**src/rtl/axi4_to_tl_pkg.sv**
```systemverilog
// Bridge-local state encoding for the AXI4 -> TileLink bridge.
package axi4_to_tl_pkg;

  typedef enum logic [2:0] {
    IDLE, RD_A, RD_D, WR_A, WR_D, ERR_R, ERR_W, ERR_B
  } state_e;

endpackage

```
**src/rtl/axi_pkg.sv**
```systemverilog
// AXI4 channel payloads and response/burst encodings shared by AXI-facing blocks.
package axi_pkg;

  localparam logic [1:0] RESP_OKAY   = 2'b00;
  localparam logic [1:0] RESP_SLVERR = 2'b10;
  localparam logic [1:0] RESP_DECERR = 2'b11;

  localparam logic [1:0] BURST_INCR  = 2'b01;
  localparam logic [1:0] BURST_WRAP  = 2'b10;

  typedef struct packed {
    logic [3:0]  id;
    logic [31:0] addr;
    logic [7:0]  len;
    logic [2:0]  size;
    logic [1:0]  burst;
  } aw_chan_t;

  typedef struct packed {
    logic [3:0]  id;
    logic [31:0] addr;
    logic [7:0]  len;
    logic [2:0]  size;
    logic [1:0]  burst;
  } ar_chan_t;

  typedef struct packed {
    logic [63:0] data;
    logic [7:0]  strb;
    logic        last;
  } w_chan_t;

  typedef struct packed {
    logic [3:0] id;
    logic [1:0] resp;
  } b_chan_t;

  typedef struct packed {
    logic [3:0]  id;
    logic [63:0] data;
    logic [1:0]  resp;
    logic        last;
  } r_chan_t;

endpackage

```
**src/rtl/tl_pkg.sv**
```systemverilog
// TileLink A/D channel payloads, A opcodes and the byte-mask helper for Get requests.
package tl_pkg;

  localparam logic [2:0] PUT_FULL_DATA    = 3'd0;
  localparam logic [2:0] PUT_PARTIAL_DATA = 3'd1;
  localparam logic [2:0] GET              = 3'd4;

  typedef struct packed {
    logic [2:0]  opcode;
    logic [2:0]  param;
    logic [7:0]  size;
    logic [3:0]  source;
    logic [31:0] address;
    logic [7:0]  mask;
    logic [63:0] data;
    logic        corrupt;
  } A_chan_bits_t;

  typedef struct packed {
    logic [2:0]  opcode;
    logic [1:0]  param;
    logic [7:0]  size;
    logic [3:0]  source;
    logic        sink;
    logic        denied;
    logic [63:0] data;
    logic        corrupt;
  } D_chan_bits_t;

  // Byte lanes touched by one beat of the given AXI size inside a 64-bit word.
  function automatic logic [7:0] get_mask(input logic [2:0] addr, input logic [2:0] size);
    logic [7:0] m;
    case (size)
      3'd0:    m = 8'b0000_0001 << addr;
      3'd1:    m = 8'b0000_0011 << {addr[2:1], 1'b0};
      3'd2:    m = addr[2] ? 8'hf0 : 8'h0f;
      default: m = 8'hff;
    endcase
    return m;
  endfunction

endpackage

```
**src/rtl/axi4_to_tl.sv**
```systemverilog
// AXI4 slave to TileLink master bridge, one transaction in flight; bad bursts are answered locally.
module axi4_to_tl
  import axi_pkg::*;
  import tl_pkg::*;
  import axi4_to_tl_pkg::*;
#(
  parameter logic [3:0] TL_SOURCE = 4'd0,
  parameter int         MAX_BEATS = 16
) (
  input  logic                 clk_i,
  input  logic                 rst_i,
  input  logic                 AXI_AW_valid_i,
  output logic                 AXI_AW_ready_o,
  input  axi_pkg::aw_chan_t    AXI_AW_bits_i,
  input  logic                 AXI_W_valid_i,
  output logic                 AXI_W_ready_o,
  input  axi_pkg::w_chan_t     AXI_W_bits_i,
  output logic                 AXI_B_valid_o,
  input  logic                 AXI_B_ready_i,
  output axi_pkg::b_chan_t     AXI_B_bits_o,
  input  logic                 AXI_AR_valid_i,
  output logic                 AXI_AR_ready_o,
  input  axi_pkg::ar_chan_t    AXI_AR_bits_i,
  output logic                 AXI_R_valid_o,
  input  logic                 AXI_R_ready_i,
  output axi_pkg::r_chan_t     AXI_R_bits_o,
  output logic                 TL_A_valid_o,
  input  logic                 TL_A_ready_i,
  output tl_pkg::A_chan_bits_t TL_A_bits_o,
  input  logic                 TL_D_valid_i,
  output logic                 TL_D_ready_o,
  input  tl_pkg::D_chan_bits_t TL_D_bits_i
);

  state_e      state_q, state_d;
  logic [3:0]  id_q;
  logic [31:0] addr_q;
  logic [7:0]  len_q;
  logic [2:0]  size_q;
  logic [7:0]  cnt_q;
  logic        werr_q;
  logic        rr_q;

  logic ar_hs, aw_hs, cnt_inc, werr_set, last_beat, ar_bad, aw_bad;
  logic unused_d;

  assign last_beat = (cnt_q == len_q);
  assign ar_bad = (AXI_AR_bits_i.burst == BURST_WRAP) ||
                  (({1'b0, AXI_AR_bits_i.len} + 9'd1) > 9'(MAX_BEATS));
  assign aw_bad = (AXI_AW_bits_i.burst == BURST_WRAP) ||
                  (({1'b0, AXI_AW_bits_i.len} + 9'd1) > 9'(MAX_BEATS));
  assign unused_d = ^{TL_D_bits_i.opcode, TL_D_bits_i.param, TL_D_bits_i.size,
                      TL_D_bits_i.source, TL_D_bits_i.sink};

  always_ff @(posedge clk_i or posedge rst_i) begin
    if (rst_i) state_q <= IDLE;
    else       state_q <= state_d;
  end

  // Request fields are captured once at the address handshake and held for the whole burst.
  always_ff @(posedge clk_i or posedge rst_i) begin
    if (rst_i) begin
      id_q   <= '0;
      addr_q <= '0;
      len_q  <= '0;
      size_q <= '0;
      cnt_q  <= '0;
      werr_q <= 1'b0;
      rr_q   <= 1'b0;
    end else begin
      if (ar_hs) begin
        id_q   <= AXI_AR_bits_i.id;
        addr_q <= AXI_AR_bits_i.addr;
        len_q  <= AXI_AR_bits_i.len;
        size_q <= AXI_AR_bits_i.size;
      end else if (aw_hs) begin
        id_q   <= AXI_AW_bits_i.id;
        addr_q <= AXI_AW_bits_i.addr;
        len_q  <= AXI_AW_bits_i.len;
        size_q <= AXI_AW_bits_i.size;
      end
      if (ar_hs || aw_hs) begin
        cnt_q  <= '0;
        werr_q <= 1'b0;
        rr_q   <= ~rr_q;
      end else begin
        if (cnt_inc)  cnt_q  <= cnt_q + 8'd1;
        if (werr_set) werr_q <= 1'b1;
      end
    end
  end

  always_comb begin
    state_d        = state_q;
    ar_hs          = 1'b0;
    aw_hs          = 1'b0;
    cnt_inc        = 1'b0;
    werr_set       = 1'b0;
    AXI_AW_ready_o = 1'b0;
    AXI_AR_ready_o = 1'b0;
    AXI_W_ready_o  = 1'b0;
    AXI_B_valid_o  = 1'b0;
    AXI_R_valid_o  = 1'b0;
    TL_A_valid_o   = 1'b0;
    TL_D_ready_o   = 1'b0;

    AXI_B_bits_o.id   = id_q;
    AXI_B_bits_o.resp = RESP_OKAY;
    AXI_R_bits_o.id   = id_q;
    AXI_R_bits_o.data = '0;
    AXI_R_bits_o.resp = RESP_OKAY;
    AXI_R_bits_o.last = last_beat;

    TL_A_bits_o.opcode  = GET;
    TL_A_bits_o.param   = '0;
    TL_A_bits_o.size    = len_q;
    TL_A_bits_o.source  = TL_SOURCE;
    TL_A_bits_o.address = addr_q;
    TL_A_bits_o.mask    = get_mask(addr_q[2:0], size_q);
    TL_A_bits_o.data    = '0;
    TL_A_bits_o.corrupt = 1'b0;

    case (state_q)
      // rr_q low favours the read channel when both address channels are valid.
      IDLE: begin
        AXI_AR_ready_o = AXI_AR_valid_i && (!AXI_AW_valid_i || rr_q == 1'b0);
        AXI_AW_ready_o = AXI_AW_valid_i && !AXI_AR_ready_o;
        ar_hs = AXI_AR_ready_o;
        aw_hs = AXI_AW_ready_o;
        if (ar_hs)      state_d = ar_bad ? ERR_R : RD_A;
        else if (aw_hs) state_d = aw_bad ? ERR_W : WR_A;
      end
      RD_A: begin
        TL_A_valid_o = 1'b1;
        if (TL_A_ready_i) state_d = RD_D;
      end
      RD_D: begin
        AXI_R_valid_o     = TL_D_valid_i;
        TL_D_ready_o      = AXI_R_ready_i;
        AXI_R_bits_o.data = TL_D_bits_i.data;
        if (TL_D_bits_i.denied)       AXI_R_bits_o.resp = RESP_DECERR;
        else if (TL_D_bits_i.corrupt) AXI_R_bits_o.resp = RESP_SLVERR;
        if (TL_D_valid_i && AXI_R_ready_i) begin
          cnt_inc = 1'b1;
          if (last_beat) state_d = IDLE;
        end
      end
      // The beat counter alone ends the burst; a misplaced W.last only poisons the response.
      WR_A: begin
        TL_A_valid_o        = AXI_W_valid_i;
        AXI_W_ready_o       = TL_A_ready_i;
        TL_A_bits_o.data    = AXI_W_bits_i.data;
        TL_A_bits_o.mask    = AXI_W_bits_i.strb;
        TL_A_bits_o.opcode  = (len_q == 8'd0 && AXI_W_bits_i.strb == 8'hff) ?
                              PUT_FULL_DATA : PUT_PARTIAL_DATA;
        if (AXI_W_valid_i && TL_A_ready_i) begin
          cnt_inc  = 1'b1;
          werr_set = (AXI_W_bits_i.last != last_beat);
          if (last_beat) state_d = WR_D;
        end
      end
      WR_D: begin
        AXI_B_valid_o = TL_D_valid_i;
        TL_D_ready_o  = AXI_B_ready_i;
        if (werr_q || TL_D_bits_i.corrupt) AXI_B_bits_o.resp = RESP_SLVERR;
        else if (TL_D_bits_i.denied)       AXI_B_bits_o.resp = RESP_DECERR;
        if (TL_D_valid_i && AXI_B_ready_i) state_d = IDLE;
      end
      ERR_W: begin
        AXI_W_ready_o = 1'b1;
        if (AXI_W_valid_i) begin
          cnt_inc = 1'b1;
          if (last_beat) state_d = ERR_B;
        end
      end
      ERR_B: begin
        AXI_B_valid_o     = 1'b1;
        AXI_B_bits_o.resp = RESP_SLVERR;
        if (AXI_B_ready_i) state_d = IDLE;
      end
      ERR_R: begin
        AXI_R_valid_o     = 1'b1;
        AXI_R_bits_o.resp = RESP_SLVERR;
        if (AXI_R_ready_i) begin
          cnt_inc = 1'b1;
          if (last_beat) state_d = IDLE;
        end
      end
      default: state_d = IDLE;
    endcase
  end

endmodule

```
**config.mk**
```make
export PLATFORM = sky130hd
export DESIGN_NAME = axi4_to_tl
export DESIGN_NICKNAME = d
export VERILOG_FILES = /design/src/rtl/axi4_to_tl_pkg.sv /design/src/rtl/axi_pkg.sv /design/src/rtl/tl_pkg.sv /design/src/rtl/axi4_to_tl.sv
export SDC_FILE = /design/constraint.sdc
export NUM_CORES = 1
export LEC_CHECK = 0
export ABC_AREA = 1
export CORE_AREA = 3 3 181 183
export CTS_CLUSTER_DIAMETER = 200
export CTS_CLUSTER_SIZE = 30
export DETAILED_ROUTE_END_ITERATION = 8
export DIE_AREA = 0 0 184 186
export GPL_ROUTABILITY_DRIVEN = 0
export PLACE_DENSITY = 0.56
export SLEW_MARGIN = 20
export SYNTH_ARGS = -nofsm -noshare
export SYNTH_HDL_FRONTEND = slang
export SYNTH_SLANG_ARGS = --single-unit
```
**constraint.sdc**
```tcl
create_clock -name clk_i -period 3.91 [get_ports clk_i]
set_input_delay 0.9775 -clock clk_i [delete_from_list [all_inputs] [get_ports clk_i]]
set_output_delay 0.9775 -clock clk_i [all_outputs]
set_load 0.01 [all_outputs]
```
==> reports/metrics.yaml <==
regArea_sq_um: 1500
drt_pass1_iterations: 4
crit_top_cell: "nand2_1"
cpMaxStageDelayCell: "clkdlybuf4s50_1"
grt_antenna_before_repair: 3
ant_nets: 0
finalPower_mw: 5.23
clkLatencyLatePin_ns: 0.33
drv_cap: 0
drive_gt1_frac: 0.0308
initial_utilization: 0.152
slowest_delay_ns: 0.55
grt_start_max_net_pins: 69
path_buf_inv: 4
rsz0062_at_grt: "false"
num-fill-cells: 3378
synth_area_sq_um: 4760
fin_util: 0.314
hold_viol: 0
final_nets: 1492
drtIter0Drc: 243
finalClockSkew_ns: 0.00719
max_freq_mhz: 276
synth_warnings: 0
post-route-period-util: 0.926
grt_pass1_wl_microns: 33300
timing.slew.headroom: 0.626
critPathTopFamily: "buffers and inverters"
period_needed_ns: 3.62
power.density_nw_per_um2: 530
rows: 65
synthCells: 807
hold_buffers: 0
cts_buffers: 9
totalWireLength_microns: 23100
end_kind: "output port"
design.die.area_sq_um: 34200
post-cts-setup-buffer-count: 0
required_ns: 2.93
cts_max_level: 3
hold_path.class: "reg2reg"
clkTransAtPathRegs_ns: 0.06
io_pins: 471
wl_per_cell_microns: 14.1
root_buffer: "clkbuf_16"
avgSynthCellArea_sq_um: 5.90
routed-via-count: 6320
leakage_nw: 4.61
grt_pass1_vias: 5971
slew_violations: 0
cts_tree: "built"
die_w_microns: 184
multi_input_area_sq_um: 2310
ys_ff_latch: 60
syn_to_final_growth_pct: 107
fp.coreArea_sq_um: 31400
worst_slew_pin_slew_ns: 0.562
status: "finished clean"
place_hpwl_microns: 19400
cts_sinks: 60
path_max_fanout: 4
clk_path_buf_depth: 2
grt_overflow_total: 0
setup_viol: 0
port-buffer-count: 443
die_h_microns: 186
ys_types: 33
vias_per_cell: 3.86
post_cts_resized: 0
final.setup.tns_ns: 0
gr-usage-all-layers: 0.124
vdd_ir_drop_max_mv: 0.256
drcViolationCount: 0
critical_path_class: "in2out"
crit_chain: "clkdlybuf4s50_1 > nand2_1 > nand2_1 > inv_1 > nor2_2 > nand2_1 > inv_1 > clkdlybuf4s50_1"
seq_area_frac_synth: 0.315
critPathArrivalTime_ns: 2.64
worstSetupStartpointType: "primary input"
worst reg2reg max path, stage by stage (launching register included):
cell     delay [ns]
dfrtp_1        0.54
inv_1          0.19
nand2_4        0.15
nor2_2         0.06
nand2_1        0.11
nand2_4        0.21
inv_1          0.36
nand3_1        0.30
nand2_1        0.13
o21ai_0        0.09
cells by family (layout without fill, tap and decap cells):
kind of cell	after synthesis	in the layout	synth area share
AND/OR/NAND/NOR	420	420	0.358
buffers and inverters	233	650	0.205
flip-flops	60	60	0.315
XOR/XNOR	5	5	0.00920
adder cells (fa/ha/maj)	1	1	0.00263
AO/OA/AOI/OAI	87	87	0.109
other	1	11	0.000788
layout by cell type, fill, tap and decap left out, types with 2 or more instances in the layout:
cell type        synthesis  routed
a31oi_1                 50      50
buf_12                   0       2
buf_4                   14       8
nor2_1                 209     209
nor2_4                   2       2
nor4_1                   4       4
dfrtp_1                 60      60
o22ai_1                  2       2
nand2_2                  2       2
a21oi_1                  9       9
xor2_1                   3       3
nand3_1                 23      23
clkinv_4                 0       2
o21ai_0                 20      20
bufinv_16                0       2
nand4_1                 11      11
nand2_4                  2       2
diode_2                  0       2
xnor2_1                  2       2
nand2_1                157     157
clkbuf_16                0       9
nand3b_1                 2       2
inv_2                    1       2
nor3_1                   5       5
o211ai_1                 3       3
inv_1                  179     178
clkdlybuf4s50_1          0     443
o31ai_1                  2       2
conb_1                   1       9
where the power goes:
| group | internal (mW) | switching, mW |
|---|---|---|
| sequential | 0.903 | 0.268 |
| combinational | 1.57 | 1.61 |
| clock | 0.561 | 0.319 |
final timing paths:
check                           slack, ns  cells after the start                    from                endpoint
worst max-delay path                 0.29                      8          AXI_AW_valid_i          AXI_AW_ready_o
worst min-delay path                 0.47                      1        rr_q$_DFFE_PP0N_        rr_q$_DFFE_PP0N_
worst max register to register       1.63                      9  state_q[2]$_DFFE_PP0P_    cnt_q[6]$_DFFE_PP0P_
worst min register to register       0.47                      1        rr_q$_DFFE_PP0N_        rr_q$_DFFE_PP0N_
max in group asynchronous            2.19                      3                   rst_i   addr_q[9]$_DFFE_PP0N_
min in group asynchronous            1.02                      2                   rst_i  addr_q[28]$_DFFE_PP0N_
layout make-up:
class                      instances  area share
inverter                         181      0.0691
multi-input combinational        522       0.235
sequential                        60       0.152
tap                              402      0.0510
timing repair buffer             453       0.460
antenna                            2    0.000507
clock buffer                       9      0.0228
clock inverter                     7      0.0100
Yosys cell counts:
master | count | area (sq um)
nor2_1 | 209 | 785
inv_1 | 179 | 672
nand2_1 | 157 | 589
dfrtp_1 | 60 | 1500
a31oi_1 | 50 | 313
nand3_1 | 23 | 115
o21ai_0 | 20 | 100
buf_4 | 14 | 105
buf_2 | 13 | 65.1
clkbuf_1 | 13 | 48.8
nand4_1 | 11 | 68.8
a21oi_1 | 9 | 45.0
buf_1 | 8 | 30.0
nor3_1 | 5 | 25.0
buf_6 | 4 | 45.0
nor4_1 | 4 | 25.0
o211ai_1 | 3 | 22.5
xor2_1 | 3 | 26.3
nand2_2 | 2 | 12.5
nand2_4 | 2 | 22.5
nand3b_1 | 2 | 15.0
nor2_4 | 2 | 22.5
o22ai_1 | 2 | 12.5
o31ai_1 | 2 | 15.0
xnor2_1 | 2 | 17.5
a211o_1 | 1 | 8.76
conb_1 | 1 | 3.75
ha_1 | 1 | 12.5
inv_2 | 1 | 3.75
inv_4 | 1 | 6.26
nand3_2 | 1 | 10.0
nor2_2 | 1 | 6.26
nor3_2 | 1 | 10.0
layer usage:
metal,vias to the layer above,global-route usage,routed length [microns]
met3,31,0.0363,1880
met5,-,0,27
li1,3248,-,-
met2,256,0.210,11200
met1,2781,0.150,9440
met4,4,0.0426,545
per-stage QoR:
step / setup slack [ns] / area (sq um) / cells / hold slack, ns
2_1_floorplan: 1.40 / 4790 / 815 / 0.441
3_3_place_gp: 0.299 / 9530 / 1618 / 0.462
3_5_place_dp: 0.304 / 9530 / 1618 / 0.459
4_1_cts: 0.297 / 9860 / 1634 / 0.473
5_1_grt: 0.162 / 9860 / 1635 / 0.494
6_report: 0.291 / 9860 / 1636 / 0.468
sequential cells by signal, indices dropped and copies added (netlist names):
signal and cells:
addr_q 32, cnt_q 8, id_q 4, len_q 8
rr_q 1, size_q 3, state_q 3, werr_q 1
Power figures use the tool's default switching activity.
